==> config.mk <==
export PLATFORM = sky130hd
export DESIGN_NAME = calc_ctrl
export DESIGN_NICKNAME = d
export VERILOG_FILES = /design/src/rtl/calc_pkg.sv /design/src/rtl/calc_btn_edge.sv /design/src/rtl/calc_ctrl.sv
export SDC_FILE = /design/constraint.sdc
export NUM_CORES = 1
export LEC_CHECK = 0
export BUFFER_PORTS_ARGS = -buffer_cell sky130_fd_sc_hd__buf_4
export CORE_MARGIN = 4
export CORE_UTILIZATION = 50
export CTS_BUF_LIST = sky130_fd_sc_hd__clkbuf_8
export CTS_CLUSTER_DIAMETER = 80
export DETAILED_ROUTE_END_ITERATION = 7
export PLACE_DENSITY = 0.75
export SYNTH_ARGS = -nofsm -noshare
export SYNTH_HDL_FRONTEND = slang
export SYNTH_SLANG_ARGS = --single-unit
==> constraint.sdc <==
create_clock -name clk -period 3.68 [get_ports clk]
set_input_delay 0.736 -clock clk [delete_from_list [all_inputs] [get_ports clk]]
set_output_delay 0.736 -clock clk [all_outputs]
set_load 0.05 [all_outputs]
==> src/rtl/calc_pkg.sv <==
// -----------------------------------------------------------------------------
// calc_pkg
// Shared definitions for the calculator controller: operation encodings,
// controller state encoding, button bit positions and data widths, plus small
// decimal-digit helpers used by the digit counters.
// -----------------------------------------------------------------------------
package calc_pkg;

   localparam int RES_W  = 14;  // ALU magnitude width (99*99 = 9801 fits)
   localparam int BTN_W  = 9;   // number of button inputs
   localparam int OPND_W = 7;   // operand width (0..99)
   localparam int DIG_W  = 4;   // one decimal digit

   // Button bit positions within B
   localparam int B_MODE = 0;
   localparam int B_DIV  = 1;
   localparam int B_MUL  = 2;
   localparam int B_SUB  = 3;
   localparam int B_ADD  = 4;
   localparam int B_N1U  = 5;
   localparam int B_N1T  = 6;
   localparam int B_N2U  = 7;
   localparam int B_N2T  = 8;

   typedef enum logic [1:0] {
      OP_ADD = 2'd0,
      OP_SUB = 2'd1,
      OP_MUL = 2'd2,
      OP_DIV = 2'd3
   } op_e;

   typedef enum logic [1:0] {
      ST_INPUT = 2'd0,
      ST_READY = 2'd1,
      ST_BUSY  = 2'd2,
      ST_SHOW  = 2'd3
   } state_e;

   // Decimal digit increment, 9 wraps to 0 with no carry out.
   function automatic logic [DIG_W-1:0] dig_inc(input logic [DIG_W-1:0] d);
      logic [DIG_W-1:0] r;
      if (d >= 4'd9) begin
         r = 4'd0;
      end else begin
         r = d + 4'd1;
      end
      return r;
   endfunction

   // Two decimal digits to a binary operand value.
   function automatic logic [OPND_W-1:0] dig2bin(input logic [DIG_W-1:0] tens,
                                                 input logic [DIG_W-1:0] units);
      return ({3'd0, tens} * 7'd10) + {3'd0, units};
   endfunction

   // Resolve simultaneous operation presses: DIV > MUL > SUB > ADD.
   function automatic op_e pick_op(input logic [BTN_W-1:0] rise);
      op_e r;
      if (rise[B_DIV]) begin
         r = OP_DIV;
      end else if (rise[B_MUL]) begin
         r = OP_MUL;
      end else if (rise[B_SUB]) begin
         r = OP_SUB;
      end else begin
         r = OP_ADD;
      end
      return r;
   endfunction

endpackage

==> src/rtl/calc_btn_edge.sv <==
// -----------------------------------------------------------------------------
// calc_btn_edge
// Registers the button levels once and flags the cycle in which each button
// goes from released to pressed, so a held button acts exactly once.
//   clk   in   system clock
//   rst   in   asynchronous active-high reset (clears the history)
//   b     in   [BTN_W] button levels, synchronous to clk
//   rise  out  [BTN_W] one-cycle rising-edge flags (b & ~previous b)
// -----------------------------------------------------------------------------
module calc_btn_edge
   import calc_pkg::*;
(
   input  logic             clk,
   input  logic             rst,
   input  logic [BTN_W-1:0] b,
   output logic [BTN_W-1:0] rise
);

   logic [BTN_W-1:0] b_q_r;

   // Button history register
   always_ff @(posedge clk or posedge rst) begin
      if (rst) begin
         b_q_r <= 9'd0;
      end else begin
         b_q_r <= b;
      end
   end

   assign rise = b & ~b_q_r;

endmodule

==> src/rtl/calc_ctrl.sv <==
// -----------------------------------------------------------------------------
// calc_ctrl
// Button-driven controller for a two-operand decimal calculator. Collects two
// two-digit operands, issues one ALU operation at a time, waits (bounded) for
// the ALU answer and holds the result, sign and error flag for display.
//   clk         in   system clock, rising edge
//   rst         in   asynchronous active-high reset
//   B           in   [9] button levels: 0 mode, 1 div, 2 mul, 3 sub, 4 add,
//                    5 n1 units, 6 n1 tens, 7 n2 units, 8 n2 tens
//   alu_done    in   one-cycle ALU completion pulse
//   alu_result  in   [14] ALU magnitude, valid with alu_done
//   alu_neg     in   ALU sign, valid with alu_done
//   n1, n2      out  [7] operands 0..99
//   op_sel      out  [2] ADD=0 SUB=1 MUL=2 DIV=3
//   alu_start   out  one-cycle operation request
//   mode        out  0 = entering operands, 1 = operation/result phase
//   result      out  [14] latched result magnitude
//   neg         out  latched result sign
//   err         out  divide-by-zero or ALU timeout flag
// -----------------------------------------------------------------------------
module calc_ctrl
   import calc_pkg::*;
#(
   parameter int ALU_TIMEOUT = 64
)
(
   input  logic              clk,
   input  logic              rst,
   input  logic [BTN_W-1:0]  B,
   input  logic              alu_done,
   input  logic [RES_W-1:0]  alu_result,
   input  logic              alu_neg,
   output logic [OPND_W-1:0] n1,
   output logic [OPND_W-1:0] n2,
   output logic [1:0]        op_sel,
   output logic              alu_start,
   output logic              mode,
   output logic [RES_W-1:0]  result,
   output logic              neg,
   output logic              err
);

   // Counter runs 0..ALU_TIMEOUT-1 while busy; the last value marks the final
   // cycle the ALU is allowed (an alu_done in that cycle is still accepted).
   localparam int CNT_W = (ALU_TIMEOUT > 1) ? $clog2(ALU_TIMEOUT + 1) : 1;
   localparam logic [CNT_W-1:0] CNT_LAST = CNT_W'(ALU_TIMEOUT - 1);

   logic [BTN_W-1:0]  rise_s;
   logic              op_req_s;
   op_e               op_pick_s;

   state_e            state_r,  state_nx;
   logic [DIG_W-1:0]  u1_r, t1_r, u2_r, t2_r;
   logic [DIG_W-1:0]  u1_nx, t1_nx, u2_nx, t2_nx;
   logic [OPND_W-1:0] n1_r, n2_r, n1_nx, n2_nx;
   op_e               op_r, op_nx;
   logic              start_r, start_nx;
   logic              mode_r, mode_nx;
   logic [RES_W-1:0]  res_r, res_nx;
   logic              neg_r, neg_nx;
   logic              err_r, err_nx;
   logic [CNT_W-1:0]  cnt_r, cnt_nx;

   calc_btn_edge u_btn_edge (
      .clk  (clk),
      .rst  (rst),
      .b    (B),
      .rise (rise_s)
   );

   assign op_req_s  = |rise_s[B_ADD:B_DIV];
   assign op_pick_s = pick_op(rise_s);

   // Next-state and next-output logic
   always_comb begin
      state_nx = state_r;
      u1_nx    = u1_r;
      t1_nx    = t1_r;
      u2_nx    = u2_r;
      t2_nx    = t2_r;
      op_nx    = op_r;
      start_nx = 1'b0;
      res_nx   = res_r;
      neg_nx   = neg_r;
      err_nx   = err_r;
      cnt_nx   = cnt_r;

      case (state_r)
         ST_INPUT: begin
            // Several digit buttons may hit the same edge; each applies.
            if (rise_s[B_N1U]) begin
               u1_nx = dig_inc(u1_r);
            end else begin
               u1_nx = u1_r;
            end
            if (rise_s[B_N1T]) begin
               t1_nx = dig_inc(t1_r);
            end else begin
               t1_nx = t1_r;
            end
            if (rise_s[B_N2U]) begin
               u2_nx = dig_inc(u2_r);
            end else begin
               u2_nx = u2_r;
            end
            if (rise_s[B_N2T]) begin
               t2_nx = dig_inc(t2_r);
            end else begin
               t2_nx = t2_r;
            end
            if (rise_s[B_MODE]) begin
               state_nx = ST_READY;
            end else begin
               state_nx = ST_INPUT;
            end
         end

         ST_READY, ST_SHOW: begin
            // Mode toggle outranks any op pressed on the same edge.
            if (rise_s[B_MODE]) begin
               state_nx = ST_INPUT;
               err_nx   = 1'b0;
            end else if (op_req_s) begin
               op_nx = op_pick_s;
               if ((op_pick_s == OP_DIV) && (n2_r == 7'd0)) begin
                  // Divide by zero is answered locally, the ALU is not used.
                  res_nx   = '0;
                  neg_nx   = 1'b0;
                  err_nx   = 1'b1;
                  state_nx = ST_SHOW;
               end else begin
                  start_nx = 1'b1;
                  err_nx   = 1'b0;
                  cnt_nx   = '0;
                  state_nx = ST_BUSY;
               end
            end else begin
               state_nx = state_r;
            end
         end

         ST_BUSY: begin
            if (alu_done) begin
               res_nx   = alu_result;
               neg_nx   = alu_neg;
               state_nx = ST_SHOW;
            end else if (cnt_r == CNT_LAST) begin
               err_nx   = 1'b1;
               state_nx = ST_SHOW;
            end else begin
               cnt_nx   = cnt_r + 1'b1;
               state_nx = ST_BUSY;
            end
         end

         default: begin
            state_nx = ST_INPUT;
         end
      endcase

      n1_nx   = dig2bin(t1_nx, u1_nx);
      n2_nx   = dig2bin(t2_nx, u2_nx);
      mode_nx = (state_nx != ST_INPUT);
   end

   // State, digit and output registers
   always_ff @(posedge clk or posedge rst) begin
      if (rst) begin
         state_r <= ST_INPUT;
         u1_r    <= 4'd0;
         t1_r    <= 4'd0;
         u2_r    <= 4'd0;
         t2_r    <= 4'd0;
         n1_r    <= 7'd0;
         n2_r    <= 7'd0;
         op_r    <= OP_ADD;
         start_r <= 1'b0;
         mode_r  <= 1'b0;
         res_r   <= 14'd0;
         neg_r   <= 1'b0;
         err_r   <= 1'b0;
         cnt_r   <= '0;
      end else begin
         state_r <= state_nx;
         u1_r    <= u1_nx;
         t1_r    <= t1_nx;
         u2_r    <= u2_nx;
         t2_r    <= t2_nx;
         n1_r    <= n1_nx;
         n2_r    <= n2_nx;
         op_r    <= op_nx;
         start_r <= start_nx;
         mode_r  <= mode_nx;
         res_r   <= res_nx;
         neg_r   <= neg_nx;
         err_r   <= err_nx;
         cnt_r   <= cnt_nx;
      end
   end

   assign n1        = n1_r;
   assign n2        = n2_r;
   assign op_sel    = op_r;
   assign alu_start = start_r;
   assign mode      = mode_r;
   assign result    = res_r;
   assign neg       = neg_r;
   assign err       = err_r;

endmodule
==> flow_summary.toml <==
[outcome]
run_status = "complete, no violations"

[grt]
grt_overflow = 0
grt_max_degree = 67
grt_pass1_vias = 2369
grt_use_total_pct = 17.3
grt_pass1_wl_mm = 10.6
antenna_found_initial = 0

[synthesis]
yosysUniqueCellTypes = 49
yosys.area.top_type = "dfrtp_1"
synth_common_cells = "dfrtp_1, ha_1, inv_1, a22o_1, a21oi_1"
syn-cell-area_um2 = 3300
synth_top_area_share_pct = 50.0
syn_inst = 270
yosysWarnings = 0
syn_avg_cell_area_um2 = 12.2
synth_ff_type = "dfrtp_1"
postSynth.asyncResetShare_pct = 100
synth_fp_nets = 327
yosysMostFrequentCell = "dfrtp_1"
yosys-top-cells-area = "dfrtp_1, ha_1, a22o_1"
ys_seq_elements = 66
ys_seq_area_share_pct = 50.0
synth_edf_count = 0

[pwr]
p_per_area_nw_per_um2 = 997
p_total_mw = 4.02
p_leak_nw = 1.90
vdd_drop_max_mv = 0.669

[clock_tree]
clkSlewWorstSetupHoldPaths_ps = 70
cts.sinks = 66
cts_tree = "done"
postCtsSetupRepairBufs = 0
cts_buffers = 9
insertion_delay_ps = 330
hold_buffers = 0
cts_root_buf = "clkbuf_8"
cts_resized = 0
cts_htree_levels = 3
clockBufferDepth = 2

[floorplanning]
core_um2 = 6390
rows = 29
dieArea_um2 = 7970
die_w_um = 89.3
die_y_um = 89.3
initial_core_util_pct = 51.7
io_pins = 61

[route]
via_count = 2277
drc = 0
via_per_inst = 5.42
dr.pass1.iters = 4
routed_wirelength_mm = 6.31
avgRoutedWirePerCell_um = 15.0
ant_nets = 0
dr.first_iter.drc_count = 75

[final_layout]
antenna_cells = 0
fill_cells = 521
nets = 395
design_area_um2 = 4040
area_growth_pct = 22.3
layout-drive-gt1-share_pct = 28.0

[setup_path]
crit_required_ps = 3880
endpoint_kind = "flop"
cp_num_buf_inv = 2
crit_fanout = 4
crit_chain = "inv_1, ha_1, o31ai_1, nand3_1, o21ai_0, ha_1, ha_1, inv_1, fa_1, or3b_2, xor3_1"
cpLargestDelayFamily = "adder cells"
cp_common_cell = "ha_1"
startpoint_type = "flop"
cp.arrival_ps = 3440
path_class = "flop to flop"
slowest_stage = "or3b_2"
slowest_delay_ps = 490

[sta]
rsz0062_at_grt = "false"
tightestPinTransition_ps = 814
setup_tns_ps = 0
min_period_over_period_pct = 88.0
setup_viol = 0
timing.fmax_mhz = 309
layout_min_cycle_time_ps = 3240
fin_skew_ps = 7.34
maxSlewHeadroom_pct = 45.7
finalMaxSlewViolations = 0
whs_ps = 503
timing_hold_violations_final = 0

[worst_hold_path]
min_path_type = "flop to flop"

[placement]
hpwlAfterDp_mm = 4.75
routabilityCongestion = 0.806
io_buffers = 60
placed_area_um2 = 3820

[job]
drv_cap = 0
routing by layer:
metal / share of wire, % / vias to the layer above / GRT usage (%)
li1: - / 1105 / -
met1: 43 / 1122 / 21.6
met2: 51 / 39 / 29.1
met3: 3.9 / 11 / 3.78
met4: 1.3 / 0 / 6.90
met5: 0 / - / 0
worst paths after layout:
kind | slack [ps] | cells past startpoint | start | endpoint
max reg2reg | 440 | 11 | t2_r[1] | n2[6]
min | 500 | 1 | neg | neg
max in group asynchronous | 2510 | 3 | rst | u2_r[2]
min reg2reg | 500 | 1 | neg | neg
max | 440 | 11 | t2_r[1] | n2[6]
min in group asynchronous | 650 | 3 | rst | t1_r[2]
flip-flops by register name, summed over array words and instances, names as in the netlist:
name,count
result,14
state_r,2
err,1
n1,7
u_btn_edge.b_q_r,9
alu_start,1
cnt_r,7
u2_r,3
op_sel,2
mode,1
neg,1
n2,7
t2_r,4
t1_r,4
u1_r,3
where the power goes:
group / internal [mW] / switching (mW) / total [mW]
combinational: 0.810 / 1.34 / 2.15
clock: 0.395 / 0.264 / 0.660
sequential: 1.02 / 0.201 / 1.22
through the flow:
stage / util (%) / worst slack [ps] / cells
after floorplan: - / 592 / 270
after global placement: 59.8 / 386 / 404
after detailed placement: 59.8 / 301 / 404
after CTS: 63.2 / 403 / 420
after global routing: 63.2 / 170 / 420
final: 63.2 / 443 / 420
placed cells by master (no fill, tap or decap), types with 5 or more instances in the layout:
cell type   n
inv_1      19
nor2b_1     7
nand2_1    11
clkbuf_8   10
o21ai_0    11
nand3_1     6
o22ai_1     5
dfrtp_1    66
a21oi_1    14
xnor2_1     7
ha_1       26
buf_4      64
nor2_1      9
a22o_1     15
nand2b_1   10
final cells by class:
class / count / area [um^2] / share of cell area [%]
clock buffer: 10 / 138 / 3.41
clock inverter: 6 / 81.3 / 2.01
inverter: 19 / 71.3 / 1.77
multi-input combinational: 178 / 1520 / 37.6
sequential: 66 / 1650 / 40.9
tap: 77 / 96.3 / 2.39
timing repair buffer: 64 / 480 / 11.9
cell families (layout without fill, tap and decap cells):
family	Yosys count	after routing	synth area share, %
DFF	66	66	50.0
adders and majority gates	30	30	12.3
xor gates and xnor gates	11	11	3.37
and+or+nand+nor	62	62	12.9
buffers and inverters	26	99	3.98
AOI/OAI and AO/OA	72	72	16.5
muxes	3	3	0.910
No activity file was read; power rests on OpenSTA's default activity.
